$ cat src/rtl/mem_ctrl.sv
// Load/store controller: serialises 32-bit MEM-stage accesses into little-endian byte
// accesses on an 8-bit single-port RAM, with zero/sign extension of load results.
module mem_ctrl (
  input  logic        clk_in,
  input  logic        rst_in,
  input  logic        memReq_in,
  input  logic        memWr_in,
  input  logic [31:0] memAddr_in,
  input  logic [31:0] memData_in,
  input  logic [1:0]  memWidth_in,
  input  logic        memSignExt_in,
  output logic        memDone_out,
  output logic [31:0] memData_out,
  output logic        memBusy_out,
  output logic [31:0] ram_addr_out,
  output logic        ram_wr_out,
  output logic [7:0]  ram_data_out,
  input  logic [7:0]  ram_data_in
);

  localparam logic [1:0] StIdle  = 2'd0;
  localparam logic [1:0] StRead  = 2'd1;
  localparam logic [1:0] StWrite = 2'd2;
  localparam logic [1:0] StDone  = 2'd3;

  logic [1:0]  state_q, state_d;
  logic [31:0] addr_q, addr_d;
  logic [31:0] data_q, data_d;
  logic [2:0]  nbytes_q, nbytes_d;
  logic        sign_q, sign_d;
  logic [2:0]  idx_q, idx_d;
  logic [31:0] result_q, result_d;

  always_comb begin
    state_d  = state_q;
    addr_d   = addr_q;
    data_d   = data_q;
    nbytes_d = nbytes_q;
    sign_d   = sign_q;
    idx_d    = idx_q;
    result_d = result_q;
    case (state_q)
      StIdle: begin
        if (memReq_in) begin
          addr_d   = memAddr_in;
          data_d   = memData_in;
          sign_d   = memSignExt_in;
          idx_d    = 3'd0;
          result_d = 32'd0;
          case (memWidth_in)
            2'd0:    nbytes_d = 3'd1;
            2'd1:    nbytes_d = 3'd2;
            default: nbytes_d = 3'd4;
          endcase
          state_d = memWr_in ? StWrite : StRead;
        end
      end
      StWrite: begin
        idx_d = idx_q + 3'd1;
        if (idx_q == nbytes_q - 3'd1) state_d = StDone;
      end
      StRead: begin
        // RAM data lags its address by one cycle, so capture lands one index behind.
        case (idx_q)
          3'd1:    result_d[7:0]   = ram_data_in;
          3'd2:    result_d[15:8]  = ram_data_in;
          3'd3:    result_d[23:16] = ram_data_in;
          3'd4:    result_d[31:24] = ram_data_in;
          default: ;
        endcase
        idx_d = idx_q + 3'd1;
        if (idx_q == nbytes_q) state_d = StDone;
      end
      default: state_d = StIdle;
    endcase
  end

  always_ff @(posedge clk_in) begin
    if (rst_in) begin
      state_q  <= StIdle;
      addr_q   <= 32'd0;
      data_q   <= 32'd0;
      nbytes_q <= 3'd0;
      sign_q   <= 1'b0;
      idx_q    <= 3'd0;
      result_q <= 32'd0;
    end else begin
      state_q  <= state_d;
      addr_q   <= addr_d;
      data_q   <= data_d;
      nbytes_q <= nbytes_d;
      sign_q   <= sign_d;
      idx_q    <= idx_d;
      result_q <= result_d;
    end
  end

  logic        issue, writing;
  logic [31:0] cur_addr, ext;
  logic [7:0]  cur_byte;

  always_comb begin
    // Outputs are forced low while reset is high so an aborted store writes nothing more.
    writing  = !rst_in && (state_q == StWrite);
    issue    = !rst_in && (state_q == StRead) && (idx_q != nbytes_q);
    cur_addr = addr_q + 32'(idx_q);
    case (idx_q[1:0])
      2'd0:    cur_byte = data_q[7:0];
      2'd1:    cur_byte = data_q[15:8];
      2'd2:    cur_byte = data_q[23:16];
      default: cur_byte = data_q[31:24];
    endcase
    case (nbytes_q)
      3'd1:    ext = {{24{sign_q & result_q[7]}}, result_q[7:0]};
      3'd2:    ext = {{16{sign_q & result_q[15]}}, result_q[15:0]};
      default: ext = result_q;
    endcase
    ram_addr_out = (writing || issue) ? cur_addr : 32'd0;
    ram_wr_out   = writing;
    ram_data_out = writing ? cur_byte : 8'd0;
    memDone_out  = !rst_in && (state_q == StDone);
    memData_out  = memDone_out ? ext : 32'd0;
    memBusy_out  = !rst_in && (state_q != StIdle);
  end

endmodule

$ cat config.mk
export PLATFORM = sky130hd
export DESIGN_NAME = mem_ctrl
export DESIGN_NICKNAME = d
export VERILOG_FILES = /design/src/rtl/mem_ctrl.sv
export SDC_FILE = /design/constraint.sdc
export NUM_CORES = 1
export LEC_CHECK = 0
export ABC_AREA = 1
export BUFFER_PORTS_ARGS = -buffer_cell sky130_fd_sc_hd__buf_2
export CAP_MARGIN = 10
export CORE_MARGIN = 1.5
export CORE_UTILIZATION = 53
export CTS_BUF_LIST = sky130_fd_sc_hd__clkbuf_16
export CTS_CLUSTER_DIAMETER = 40
export CTS_CLUSTER_SIZE = 24
export DETAILED_ROUTE_END_ITERATION = 16
export GPL_TIMING_DRIVEN = 0
export PLACE_DENSITY = 0.81
export SKIP_CTS_REPAIR_TIMING = 1
export SYNTH_ARGS = -nofsm -noshare
export SYNTH_HDL_FRONTEND = slang
export SYNTH_SLANG_ARGS = --single-unit
$ cat constraint.sdc
create_clock -name clk_in -period 3 [get_ports clk_in]
set_input_delay 0.9 -clock clk_in [delete_from_list [all_inputs] [get_ports clk_in]]
set_output_delay 0.9 -clock clk_in [all_outputs]
set_load 0.01 [all_outputs]
# Word-level counts from Yosys, hierarchy flattened
# Cells that the tools add are included.
# classes
n_addsub,3
n_lt_le_gt_ge,0
n_div,0
eq_ne,22
shift,0
reduce_logical,21
multipliers,0
n_bitwise,2
mux,19
# op_table
cell,n
one-hot mux 32 bit (2 select lines),2
two-way mux 32 bit,3
two-way mux 8 bit,5
adder 32 x 3 -> 32 bit,1
one-hot mux 8 bit (3 select lines),1
AND reduction 3 bit,5
one-hot mux 3 bit (2 select lines),2
"equality test 3 x 2 -> 1 bit, second input constant",3
two-way mux 2 bit,4
"!= test 2 x 1 -> 1 bit, second input constant",4
"equality test 2 x 1 -> 1 bit, second input constant",3
"equality test 2 bit, second input constant",3
"equality test 3 x 1 -> 1 bit, second input constant",2
equality test 3 bit,2
zero test 2 bit,3
"!= test 2 bit, second input constant",3
one-hot mux 2 bit (3 select lines),1
nonzero test 2 bit,3
logical AND 1 bit,5
AND reduction 2 bit,2
"adder 3 x 1 -> 3 bit, second input constant",1
"equality test 3 bit, second input constant",1
two-way mux 3 bit,1
!= test 3 bit,1
5 further kinds,6
# totals
latch_bits,0
mem_bits_rw,0
input_bits,79
reg_bits,105
memories,0
output_inout_bits,75
rom_bits,0

# Depth between registers and ports, before layout
# logic_depth
ltp_word,5
depth_mapped,14
ltp_nobuf,14

# Least setup slack after synthesis
# No wires, ideal clock.
# synth_path
kind,register to output
from,register idx_q[0]
to,output ram_addr_out[18]
stages_incl_launch_ff,15
required_time_ns,2.100
path_buffers,0
arrival_ns,1.880
setup_slack_ns,0.220
cell_sequence,dfxtp_1 -> ha_1 -> inv_1 -> fa_1 -> inv_1 -> nand2_1 -> nand2_1 -> nand2_2 -> nor2_1 -> nand2_2 -> nor2_4 -> nand2_1 -> nand2_1 -> nand2_1 -> nor2_1
# synth_via
elab_chain_cells,4
elab_cells_between_ends,5
classes_between,add/sub: 1; eq/ne: 1; mux: 1; reduce/logical: 2
# synth_rtl
element,line,rtl
start: declaration,31,"logic [2:0] idx_q, idx_d;"
start signal: assignment,93,idx_q <= idx_d;
"parallel branches: the longest is 3 deep, another holds adder 32 x 3 -> 32 bit",--,
two-way mux 32 bit (*),118,ram_addr_out = (writing || issue) ? cur_addr : 32'd0;
end: declaration,15,"output logic [31:0] ram_addr_out,"
# Every way passes the cells marked *.

# Worst setup path after layout
# layout_path
from,register idx_q[0]
to,output ram_addr_out[30]
# The elaborated chain is that of the path after synthesis.

==> results_dict.tcl <==
set metrics [dict create \
    hold_viol_final 0 \
    synth.yosys.warnings 0 \
    place_congestion 0.927 \
    antenna_cells 0 \
    seq_area_frac_synth 0.373 \
    finalSetupViolCount 21 \
    cp_num_buf_inv 3 \
    worst-setup-path-type "reg2out" \
    die-area_sq_um 11300 \
    die_y_microns 106 \
    io_pins 154 \
    rsz0062_at_grt "yes" \
    drc 0 \
    crit_path_end_kind "primary output" \
    cts_tree "yes" \
    gr-total-overflow 0 \
    timing.fmax_mhz 304 \
    cts_buffers 9 \
    clock_path_buffers 2 \
    crit_chain "ha_4 -> inv_2 -> fa_2 -> inv_2 -> nand2_2 -> nand2_2 -> nand2_4 -> nor2_4 -> nand2_4 -> nor2_4 -> nand3_1 -> a21oi_2 -> buf_2" \
    route.vias.total 6240 \
    ant_nets 0 \
    fin_crit_ns 3.29 \
    clock-sinks 105 \
    fin_util 0.686 \
    p_int_mw 3.10 \
    avgViaCountPerCell 5.38 \
    period_share 1.10 \
    rows 37 \
    combinationalPowerShare 0.388 \
    skew_ns 0.00970 \
    grt_start_max_net_pins 19 \
    start_kind "flip-flop" \
    path_delay_family "simple AND/OR/NAND/NOR gates" \
    cts_root_buf "clkbuf_16" \
    dieWidth_microns 106 \
    layout_commonest_cell "nor2_1" \
    area_growth_pct 25.6 \
    clock_power_share 0.214 \
    clk_pin_slew_worst_paths_ns 0.07 \
    p_sw_mw 2.19 \
    post_synth.cell_area_avg_sq_um 6.70 \
    drtIter0Drc 480 \
    nets 1115 \
    netlist_area_sq_um 5640 \
    wl_mm 17.4 \
    ys_ff_latch 105 \
    worst_slack_ns -0.288 \
    worst_slew_pin_slew_ns 0.564 \
    status "complete, but fails checks" \
    grt_pass1_wl_mm 26.6 \
    io_buffers 152 \
    final_cell_mix "179 x nor2_1, 161 x buf_2, 137 x nand2_1, 100 x o21ai_0, 99 x dfxtp_1" \
    slowest_stage "dfxtp_4" \
    core_sq_um 10300 \
    slew_headroom 0.624 \
    dr.pass1.iters 7 \
    violations "setup timing" \
    syn_inst 842 \
    clk_latency_ns 0.35 \
    syn-num-nets 938 \
    swShare 0.414 \
    antenna_found_initial 0 \
    dp_hpwl_mm 12.6 \
    drive_gt1_frac 0.245 \
    htreeDepth 3 \
    powerDensity_nw_per_um2 747 \
    hp-class "reg2reg" \
    power.sequential.fraction 0.398 \
    slew_viol_final 0 \
    total_leakage_power_nw 3.16 \
    arrival_ns 2.39 \
    place_area_sq_um 6570 \
    critPathMaxFanout 6 \
    final_area_sq_um 7080 \
    cp.required_ns 2.10 \
    cpPeakStageDelay_ns 0.39 \
    maxCapViolCount 0 \
    synthDistinctLibCells 34 \
    ir_drop_uv 404 \
    start_util 0.546 \
    wl_per_cell_microns 15.0 \
    grt_util_all_layers 0.301 \
    grt_pass1_vias 5552 \
]
[cell families (layout without fill, tap and decap cells)]
family | after synthesis | count (layout) | synth area share
compound gates | 196 | 196 | 0.186
xor+xnor | 14 | 14 | 0.0217
fa+ha+maj | 17 | 17 | 0.0391
buf+inv | 113 | 295 | 0.0861
flops | 105 | 105 | 0.373
simple gates | 397 | 397 | 0.294
[per-layer routing]
| layer | up-vias | global-route usage | routed length, microns |
|---|---|---|---|
| li1 | 3106 | - | - |
| met1 | 2785 | 0.379 | 7310 |
| met2 | 290 | 0.499 | 8300 |
| met3 | 59 | 0.0527 | 1170 |
| met4 | 0 | 0.139 | 603 |
| met5 | - | 0 | 0 |
[cell usage after synthesis]
| library cell | count | share of area |
|---|---|---|
| nor3_1 | 28 | 0.025 |
| a31oi_1 | 9 | 0.010 |
| inv_2 | 6 | 0.0040 |
| dfxtp_1 | 105 | 0.37 |
| and3_1 | 1 | 0.0011 |
| buf_2 | 10 | 0.0089 |
| a21oi_4 | 1 | 0.0029 |
| nor2_1 | 183 | 0.12 |
| nand3_2 | 1 | 0.0018 |
| buf_1 | 4 | 0.0027 |
| nor2_2 | 4 | 0.0044 |
| nor3b_1 | 2 | 0.0027 |
| ha_1 | 16 | 0.036 |
| a31oi_4 | 1 | 0.0038 |
| nand2_4 | 1 | 0.0020 |
| nand3_4 | 1 | 0.0031 |
| nand3_1 | 15 | 0.013 |
| nor3_2 | 2 | 0.0036 |
| fa_1 | 1 | 0.0036 |
| a211oi_1 | 8 | 0.011 |
| a21oi_1 | 74 | 0.066 |
| xor2_1 | 12 | 0.019 |
| xnor2_1 | 2 | 0.0031 |
| buf_4 | 3 | 0.0040 |
| o21ai_4 | 1 | 0.0029 |
| o21ai_0 | 100 | 0.089 |
| nand2_2 | 4 | 0.0044 |
| nor2_4 | 2 | 0.0040 |
| o21ai_1 | 2 | 0.0018 |
| clkbuf_1 | 20 | 0.013 |
| nand2_1 | 142 | 0.095 |
| nand4_1 | 11 | 0.012 |
| inv_1 | 65 | 0.043 |
| buf_6 | 5 | 0.010 |
[power by group through the flow]
stage                     clock [mW]  combinational (mW)  sequential, mW
final                           1.13                2.05            2.11
after global routing            1.20                2.32            2.15
after CTS                       1.14                1.96            2.07
after detailed placement           0                1.95            2.10
after global placement             0                1.90            2.09
after floorplan                    0                1.45            2.01
[flip-flops by register name, indices dropped and copies added (netlist names)]
register  count
addr_q       32
data_q       32
idx_q         3
nbytes_q      3
result_q     32
sign_q        1
state_q       2
[area by class of cell]
cell class                      instances  area, sq um
Fill cell                             942         3240
Multi-Input combinational cell        624         3140
Sequential cell                       105         2110
Timing Repair Buffer                  167          890
Inverter                               71          267
Clock buffer                            9          225
Buffer                                 41          224
Tap cell                              136          170
Clock inverter                          7         53.8
[worst paths after layout]
check | slack, ns | startpoint | cells after the start | endpoint
setup / recovery | -0.29 | idx_q[0]$_SDFFE_PP0P_ | 13 | ram_addr_out[30]
hold / removal | 0.49 | data_q[15]$_SDFFE_PP0P_ | 2 | data_q[15]$_SDFFE_PP0P_
setup reg to reg | 1.10 | state_q[0]$_SDFFE_PP0P_ | 7 | addr_q[7]$_SDFFE_PP0P_
hold reg to reg | 0.49 | data_q[15]$_SDFFE_PP0P_ | 2 | data_q[15]$_SDFFE_PP0P_
[metrics by stage]
stage / worst slack (ns) / std cells / setup TNS, ns / total power [mW] / hold slack (ns)
after global placement: -0.128 / 1130 / -0.632 / 3.99 / 0.463
after CTS: -0.525 / 1146 / -5.61 / 5.17 / 0.490
after global routing: -0.385 / 1160 / -4.88 / 5.66 / 0.506
after floorplan: 0.220 / 842 / 0 / 3.46 / 0.450
after detailed placement: -0.150 / 1130 / -0.851 / 4.04 / 0.473
final: -0.288 / 1160 / -2.18 / 5.29 / 0.490
[worst register-to-register path, delay by kind of cell (launching register included)]
kind	cells	cell delay [ns]
flip-flops	1	0.38
AND/OR/NAND/NOR	1	0.10
buffers and inverters	3	0.75
AO/OA/AOI/OAI	2	0.36
adder cells (fa/ha/maj)	1	0.24
Power figures use the tool's default switching activity.
